===== config.mk =====
export PLATFORM = sky130hd
export DESIGN_NAME = basilisk_writeback_flat
export DESIGN_NICKNAME = d
export VERILOG_FILES = /design/src/rtl/basilisk_writeback_if.sv /design/src/rtl/basilisk_writeback.sv /design/src/flat_wrapper.sv
export SDC_FILE = /design/constraint.sdc
export NUM_CORES = 1
export LEC_CHECK = 0
export ABC_AREA = 1
export CAP_MARGIN = 20
export CORE_AREA = 2 2 166 168
export DETAILED_ROUTE_END_ITERATION = 10
export DIE_AREA = 0 0 168 170
export PLACE_DENSITY = 0.8
export SETUP_SLACK_MARGIN = 0.1
export SLEW_MARGIN = 20
export SYNTH_ARGS = -nofsm -noshare
export SYNTH_HDL_FRONTEND = slang
export SYNTH_SLANG_ARGS = --single-unit
export TNS_END_PERCENT = 30

===== constraint.sdc =====
create_clock -name clk -period 4.5 [get_ports clk]
set_clock_uncertainty 0.15 [all_clocks]
set_input_delay 1.35 -clock clk [delete_from_list [all_inputs] [get_ports clk]]
set_output_delay 1.35 -clock clk [all_outputs]
set_load 0.05 [all_outputs]

===== src/rtl/basilisk_writeback_if.sv =====
// basilisk_writeback_if
//   Bundles the writeback stage's buses.
//   - Upstream result streams: in_valid, in_ready, in_result.
//   - Register-file write port: wb_valid, wb_ready, wb_reg_addr, wb_lane_mask, wb_data.
//   - Scoreboard release and retire counter: done_valid, done_reg_addr, retire_count.
//   The slave modport is the writeback block's view.
//   The master modport is the view of the surrounding FPU (or a testbench).
//   in_result packs one result per unit as {reg_addr[4:0], offset[OFFSET_W-1:0], value[31:0]}.
interface basilisk_writeback_if #(
    parameter int NUM_UNITS    = 6,
    parameter int VECTOR_WIDTH = 4,
    parameter int OFFSET_W     = 3
);
    localparam int RES_W = 5 + OFFSET_W + 32;

    logic [NUM_UNITS-1:0]            in_valid;
    logic [NUM_UNITS-1:0]            in_ready;
    logic [NUM_UNITS-1:0][RES_W-1:0] in_result;

    logic                            wb_valid;
    logic                            wb_ready;
    logic [4:0]                      wb_reg_addr;
    logic [VECTOR_WIDTH-1:0]         wb_lane_mask;
    logic [32*VECTOR_WIDTH-1:0]      wb_data;

    logic                            done_valid;
    logic [4:0]                      done_reg_addr;
    logic [31:0]                     retire_count;

    modport master (
        output in_valid, in_result, wb_ready,
        input  in_ready, wb_valid, wb_reg_addr, wb_lane_mask, wb_data,
               done_valid, done_reg_addr, retire_count
    );

    modport slave (
        input  in_valid, in_result, wb_ready,
        output in_ready, wb_valid, wb_reg_addr, wb_lane_mask, wb_data,
               done_valid, done_reg_addr, retire_count
    );
endinterface


===== src/rtl/basilisk_writeback.sv =====
// basilisk_writeback
//   Final FPU stage. It merges the functional-unit result streams into the single float
//   register-file write port.
//   - A round-robin arbiter picks at most one unit per cycle.
//   - Accepted results pass through a 2-entry FIFO.
//   - The FIFO head drives the write port: the value is replicated into every lane, and a
//     one-hot lane mask selects the destination lane.
//   - Each completed write produces a registered scoreboard-release pulse in the following
//     cycle and increments a 32-bit retire counter.
// Ports
//   clk : clock
//   rst : synchronous active-high reset
//   bus : basilisk_writeback_if.slave
//         in_valid/in_ready/in_result  upstream results
//         wb_*                         register-file write port
//         done_*                       scoreboard release
//         retire_count                 total completed writes
module basilisk_writeback #(
    parameter int NUM_UNITS    = 6,
    parameter int VECTOR_WIDTH = 4,
    parameter int OFFSET_W     = 3
) (
    input  logic                  clk,
    input  logic                  rst,
    basilisk_writeback_if.slave   bus
);
    localparam int PTR_W = (NUM_UNITS > 1) ? $clog2(NUM_UNITS) : 1;

    typedef struct packed {
        logic [4:0]          reg_addr;
        logic [OFFSET_W-1:0] offset;
        logic [31:0]         value;
    } entry_t;

    logic [PTR_W-1:0]     rr_ptr;
    logic [1:0]           count_q;
    entry_t               fifo_mem [2];
    logic                 wr_idx;
    logic                 rd_idx;
    logic [NUM_UNITS-1:0] grant;
    logic [PTR_W-1:0]     grant_idx;
    logic                 grant_any;
    int                   arb_idx;
    logic                 enq;
    logic                 deq;
    entry_t               enq_entry;
    entry_t               head;
    logic                 wb_valid_int;
    logic [31:0]          retire_cnt;
    logic                 done_q;
    logic [4:0]           done_reg_q;

    // Scan from rr_ptr upward, wrapping; the first valid unit wins.
    always_comb begin
        grant     = '0;
        grant_idx = '0;
        grant_any = 1'b0;
        arb_idx   = 0;
        for (int i = 0; i < NUM_UNITS; i++) begin
            arb_idx = int'(rr_ptr) + i;
            if (arb_idx >= NUM_UNITS) arb_idx = arb_idx - NUM_UNITS;
            if (!grant_any && bus.in_valid[arb_idx]) begin
                grant_any = 1'b1;
                grant_idx = PTR_W'(arb_idx);
            end
        end
        if (grant_any) grant[grant_idx] = 1'b1;
    end

    // count_q is registered, so wb_ready never reaches in_ready combinationally.
    assign bus.in_ready = (!rst && count_q != 2'd2) ? grant : '0;
    assign enq          = |bus.in_ready;
    assign enq_entry    = entry_t'(bus.in_result[grant_idx]);

    assign head         = fifo_mem[rd_idx];
    assign wb_valid_int = (count_q != 2'd0);
    assign deq          = wb_valid_int && bus.wb_ready;

    // Outputs read zero while the buffer is empty, so stale entries never show.
    assign bus.wb_valid    = wb_valid_int;
    assign bus.wb_reg_addr = wb_valid_int ? head.reg_addr : 5'd0;
    assign bus.wb_data     = wb_valid_int ? {VECTOR_WIDTH{head.value}} : '0;

    // An out-of-range offset matches no lane, giving an all-zero mask.
    always_comb begin
        bus.wb_lane_mask = '0;
        for (int k = 0; k < VECTOR_WIDTH; k++) begin
            bus.wb_lane_mask[k] = wb_valid_int && (32'(head.offset) == 32'(k));
        end
    end

    assign bus.done_valid    = done_q;
    assign bus.done_reg_addr = done_reg_q;
    assign bus.retire_count  = retire_cnt;

    always_ff @(posedge clk) begin
        if (rst) begin
            rr_ptr      <= '0;
            count_q     <= 2'd0;
            wr_idx      <= 1'b0;
            rd_idx      <= 1'b0;
            fifo_mem[0] <= '0;
            fifo_mem[1] <= '0;
            retire_cnt  <= 32'd0;
            done_q      <= 1'b0;
            done_reg_q  <= 5'd0;
        end else begin
            if (enq) begin
                fifo_mem[wr_idx] <= enq_entry;
                wr_idx           <= ~wr_idx;
                rr_ptr           <= (int'(grant_idx) == NUM_UNITS - 1) ? '0
                                                                       : grant_idx + PTR_W'(1);
            end
            if (deq) begin
                rd_idx     <= ~rd_idx;
                retire_cnt <= retire_cnt + 32'd1;
                done_reg_q <= head.reg_addr;
            end
            done_q <= deq;
            case ({enq, deq})
                2'b10:   count_q <= count_q + 2'd1;
                2'b01:   count_q <= count_q - 2'd1;
                default: count_q <= count_q;
            endcase
        end
    end
endmodule


===== src/flat_wrapper.sv =====
// flat-port wrapper written by rule: the top's interface ports become plain ports
module basilisk_writeback_flat 
#(
    parameter int NUM_UNITS    = 6,
    parameter int VECTOR_WIDTH = 4,
    parameter int OFFSET_W     = 3
)
  (clk, rst, bus_in_valid, bus_in_result, bus_wb_ready, bus_in_ready, bus_wb_valid, bus_wb_reg_addr, bus_wb_lane_mask, bus_wb_data, bus_done_valid, bus_done_reg_addr, bus_retire_count);
  basilisk_writeback_if #(.NUM_UNITS(NUM_UNITS), .VECTOR_WIDTH(VECTOR_WIDTH), .OFFSET_W(OFFSET_W)) bus_i ();
  input  logic clk;
  input  logic rst;
  input wire logic [$bits(bus_i.in_valid)-1:0] bus_in_valid;
  input wire logic [$bits(bus_i.in_result)-1:0] bus_in_result;
  input wire logic [$bits(bus_i.wb_ready)-1:0] bus_wb_ready;
  output wire logic [$bits(bus_i.in_ready)-1:0] bus_in_ready;
  output wire logic [$bits(bus_i.wb_valid)-1:0] bus_wb_valid;
  output wire logic [$bits(bus_i.wb_reg_addr)-1:0] bus_wb_reg_addr;
  output wire logic [$bits(bus_i.wb_lane_mask)-1:0] bus_wb_lane_mask;
  output wire logic [$bits(bus_i.wb_data)-1:0] bus_wb_data;
  output wire logic [$bits(bus_i.done_valid)-1:0] bus_done_valid;
  output wire logic [$bits(bus_i.done_reg_addr)-1:0] bus_done_reg_addr;
  output wire logic [$bits(bus_i.retire_count)-1:0] bus_retire_count;
  assign bus_i.in_valid = bus_in_valid;
  assign bus_i.in_result = bus_in_result;
  assign bus_i.wb_ready = bus_wb_ready;
  assign bus_in_ready = bus_i.in_ready;
  assign bus_wb_valid = bus_i.wb_valid;
  assign bus_wb_reg_addr = bus_i.wb_reg_addr;
  assign bus_wb_lane_mask = bus_i.wb_lane_mask;
  assign bus_wb_data = bus_i.wb_data;
  assign bus_done_valid = bus_i.done_valid;
  assign bus_done_reg_addr = bus_i.done_reg_addr;
  assign bus_retire_count = bus_i.retire_count;
  basilisk_writeback #(.NUM_UNITS(NUM_UNITS), .VECTOR_WIDTH(VECTOR_WIDTH), .OFFSET_W(OFFSET_W)) u_core (.clk(clk), .rst(rst), .bus(bus_i));
endmodule

==> results_dict.tcl <==
set metrics [dict create \
    status "finished with violations" \
    violations "negative setup slack" \
    synth_nets 1781 \
    path_cells "buf_6 > inv_4 > nand2_2 > o21ai_2 > and2_1 > nand2_1 > nand3_2 > nand4_1 > buf_4 > nor2_4 > nand3_2 > nor2_4 > nor2_4 > buf_12 > nor2_4 > buf_12" \
    drt-pass1-iter-count 5 \
    numCtsBuffers 17 \
    crit_top_cell "nor2_4" \
    synth_most_common_cell "nand2_1" \
    final_max_slew_viol_count 0 \
    slowest_stage "nor2_4" \
    synth_seq_area_share_pct 34.06 \
    final_cells 2214 \
    place_area_sq_um 13830 \
    antenna_cells 0 \
    area_delta_synth_final_pct 51.38 \
    root_buffer "clkbuf_16" \
    critPathLaunchType "input pin" \
    critPathKind "in -> out" \
    slowest_delay_ps 220 \
    max_cap_violations 0 \
    relSlewSlack_pct 33.16 \
    grt_pass1_vias 10103 \
    critPathCaptureType "output pin" \
    worstPathMaxFanout 6 \
    drive_above_1_share_pct 17.51 \
    die_x_um 168 \
    rows 60 \
    grt_pass1_wl_um 55320 \
    drtIter0Drc 802 \
    die_h_um 170 \
    gp_congestion 0.9296 \
    synthDominantCellAreaShare_pct 24.62 \
    synth_cell_types 42 \
    wire_per_inst_um 16.86 \
    die_area_sq_um 28560 \
    io_pins 431 \
    synth_seq_cells 126 \
    setup_viol 6 \
    arrival_ps 3170 \
    grt_use_total_pct 24.72 \
    fin_area_sq_um 14770 \
    ant_nets 0 \
    cts_sinks 126 \
    synthFlopType "edfxtp_1" \
    core-area_sq_um 26650 \
    synth_top_area_cell "edfxtp_1" \
    finalSetupTns_ps -862.5 \
    dp_cells 2173 \
    cts_max_path_buffers 2 \
    hp-class "reg -> reg" \
    tritoncts "yes" \
    rsz0062_at_grt "yes" \
    drc 0 \
    synth_common_cells "575 x nand2_1, 155 x inv_1, 155 x nand3_1" \
    wl_um 37340 \
    timing.final.crit_period_ps 4668 \
    start_util_pct 36.61 \
    multi_input_area_sq_um 5112 \
    synthArstFlopShare_pct 0 \
    clkLatencyLatePin_ps 400 \
    synth_area_sq_um 9756 \
    synth-edff-count 80 \
    fmax_mhz 214.2 \
    cp.required_ps 3000 \
    setup_ws_ps -167.6 \
    antenna_found_initial 0 \
    nets 2124 \
    num_vias 10952 \
    ys_warn_count 0 \
    grt_max_degree 96 \
    holdWs_ps 303.1 \
    grt_overflow 0 \
    synthCells 1517 \
    cts.clk_slew.worst_paths_ps 60 \
    hpwl_um 28830 \
    hold_viol_final 0 \
    ff_latch_area_sq_um 3329 \
    h-tree-depth 4 \
    fillers 2559 \
    synth_area_leaders "edfxtp_1 25%, nand2_1 22%, dfxtp_1 9.4%, nand3_1 8.0%, buf_4 7.8%" \
    min_period_over_period_pct 103.7 \
    synth_area_per_cell_sq_um 6.431 \
    vias_per_cell 4.947 \
    numPortBuffers 430 \
    worst_slew_pin_slew_ps 1000 \
]
repair_timing:
item                                    4_1_cts  5_1_grt
hold buffers                                  0        0
pin swaps                                    28       14
gates resized for setup                      73       17
endpoints found under the setup margin        6        6
buffers inserted                              9        0
per-layer routing:
metal	track usage, %	share of wire (%)
met4	9.074	2.9
met3	3.395	6.4
met2	41.21	48
met5	0	0
met1	32.78	42
state kept, by name, indices dropped and copies added (netlist names), named ones only:
signal,flops
u_core.count_q,2
u_core.rr_ptr,3
u_core.fifo_mem,80
u_core.rd_idx,1
u_core.bus.retire_count,32
u_core.bus.done_valid,1
u_core.bus.done_reg_addr,5
u_core.wr_idx,1
critical path: cells and delay by family:
family / cells / cell delay, ps
AO/OA/AOI/OAI: 1 / 70
buffers and inverters: 5 / 600
AND/OR/NAND/NOR: 10 / 1160
cells by family after synthesis:
family	Yosys count	synth area share [%]
simple gates	835	35.51
mux	5	0.5130
compound gates	195	10.25
buf+inv	333	17.02
fa+ha+maj	15	1.924
flops	126	34.06
xor+xnor	8	0.7183
per-stage QoR:
stage / utilization (%) / setup WS [ps]
after floorplan: - / -46.44
after global placement: 51.90 / -728.6
after detailed placement: 51.90 / -794.2
after CTS: 55.15 / -131.5
after global routing: 55.41 / -282.5
final: 55.41 / -167.6
cell type report:
class | instances | share of cell area [%]
multi-input cells | 1058 | 34.62
flip-flops and latches | 126 | 22.55
repair buffers | 495 | 31.38
clock inverters | 10 | 0.5677
well taps | 341 | 2.889
inverters | 162 | 4.270
clock buffers | 22 | 3.728
placed cells by master, fill, tap and decap left out, drive strengths merged:
cell type | netlist | final
xor2 | 7 | 7
and3 | 1 | 1
o21bai | 1 | 1
nand2 | 578 | 578
nand2b | 1 | 1
and2 | 1 | 1
nor3b | 2 | 2
or2 | 3 | 3
nor3 | 16 | 16
nand4 | 13 | 13
dfxtp | 46 | 46
buf | 129 | 209
mux2i | 5 | 5
clkdlybuf4s50 | 0 | 286
a31oi | 2 | 2
clkbuf | 42 | 22
o211ai | 1 | 1
xnor2 | 1 | 1
ha | 15 | 15
o21ai | 40 | 40
o21a | 2 | 2
edfxtp | 80 | 80
nand3 | 155 | 155
a21boi | 1 | 1
a21oi | 145 | 145
o31ai | 1 | 1
clkinv | 1 | 8
nor2 | 59 | 59
inv | 161 | 164
nand3b | 3 | 3
a211oi | 1 | 1
nor4 | 3 | 3
a2bb2oi | 1 | 1
final timing paths:
check | cells after the start | to | from | slack [ps]
worst min-delay path | 1 | u_core.rd_idx$_SDFFE_PP0P_ | u_core.rd_idx$_SDFFE_PP0P_ | 300
worst max-delay path | 16 | bus_in_ready[4] | bus_in_valid[1] | -170
worst max register to register | 21 | u_core.fifo_mem[1][20]$_SDFFCE_PN0P_ | u_core.rr_ptr[1]$_SDFFE_PP0P_ | 610
worst min register to register | 1 | u_core.rd_idx$_SDFFE_PP0P_ | u_core.rd_idx$_SDFFE_PP0P_ | 300
Power is left out: the tool's default activity adds up to more than one toggle a clock period on the data nets, which glitch-free logic cannot reach.
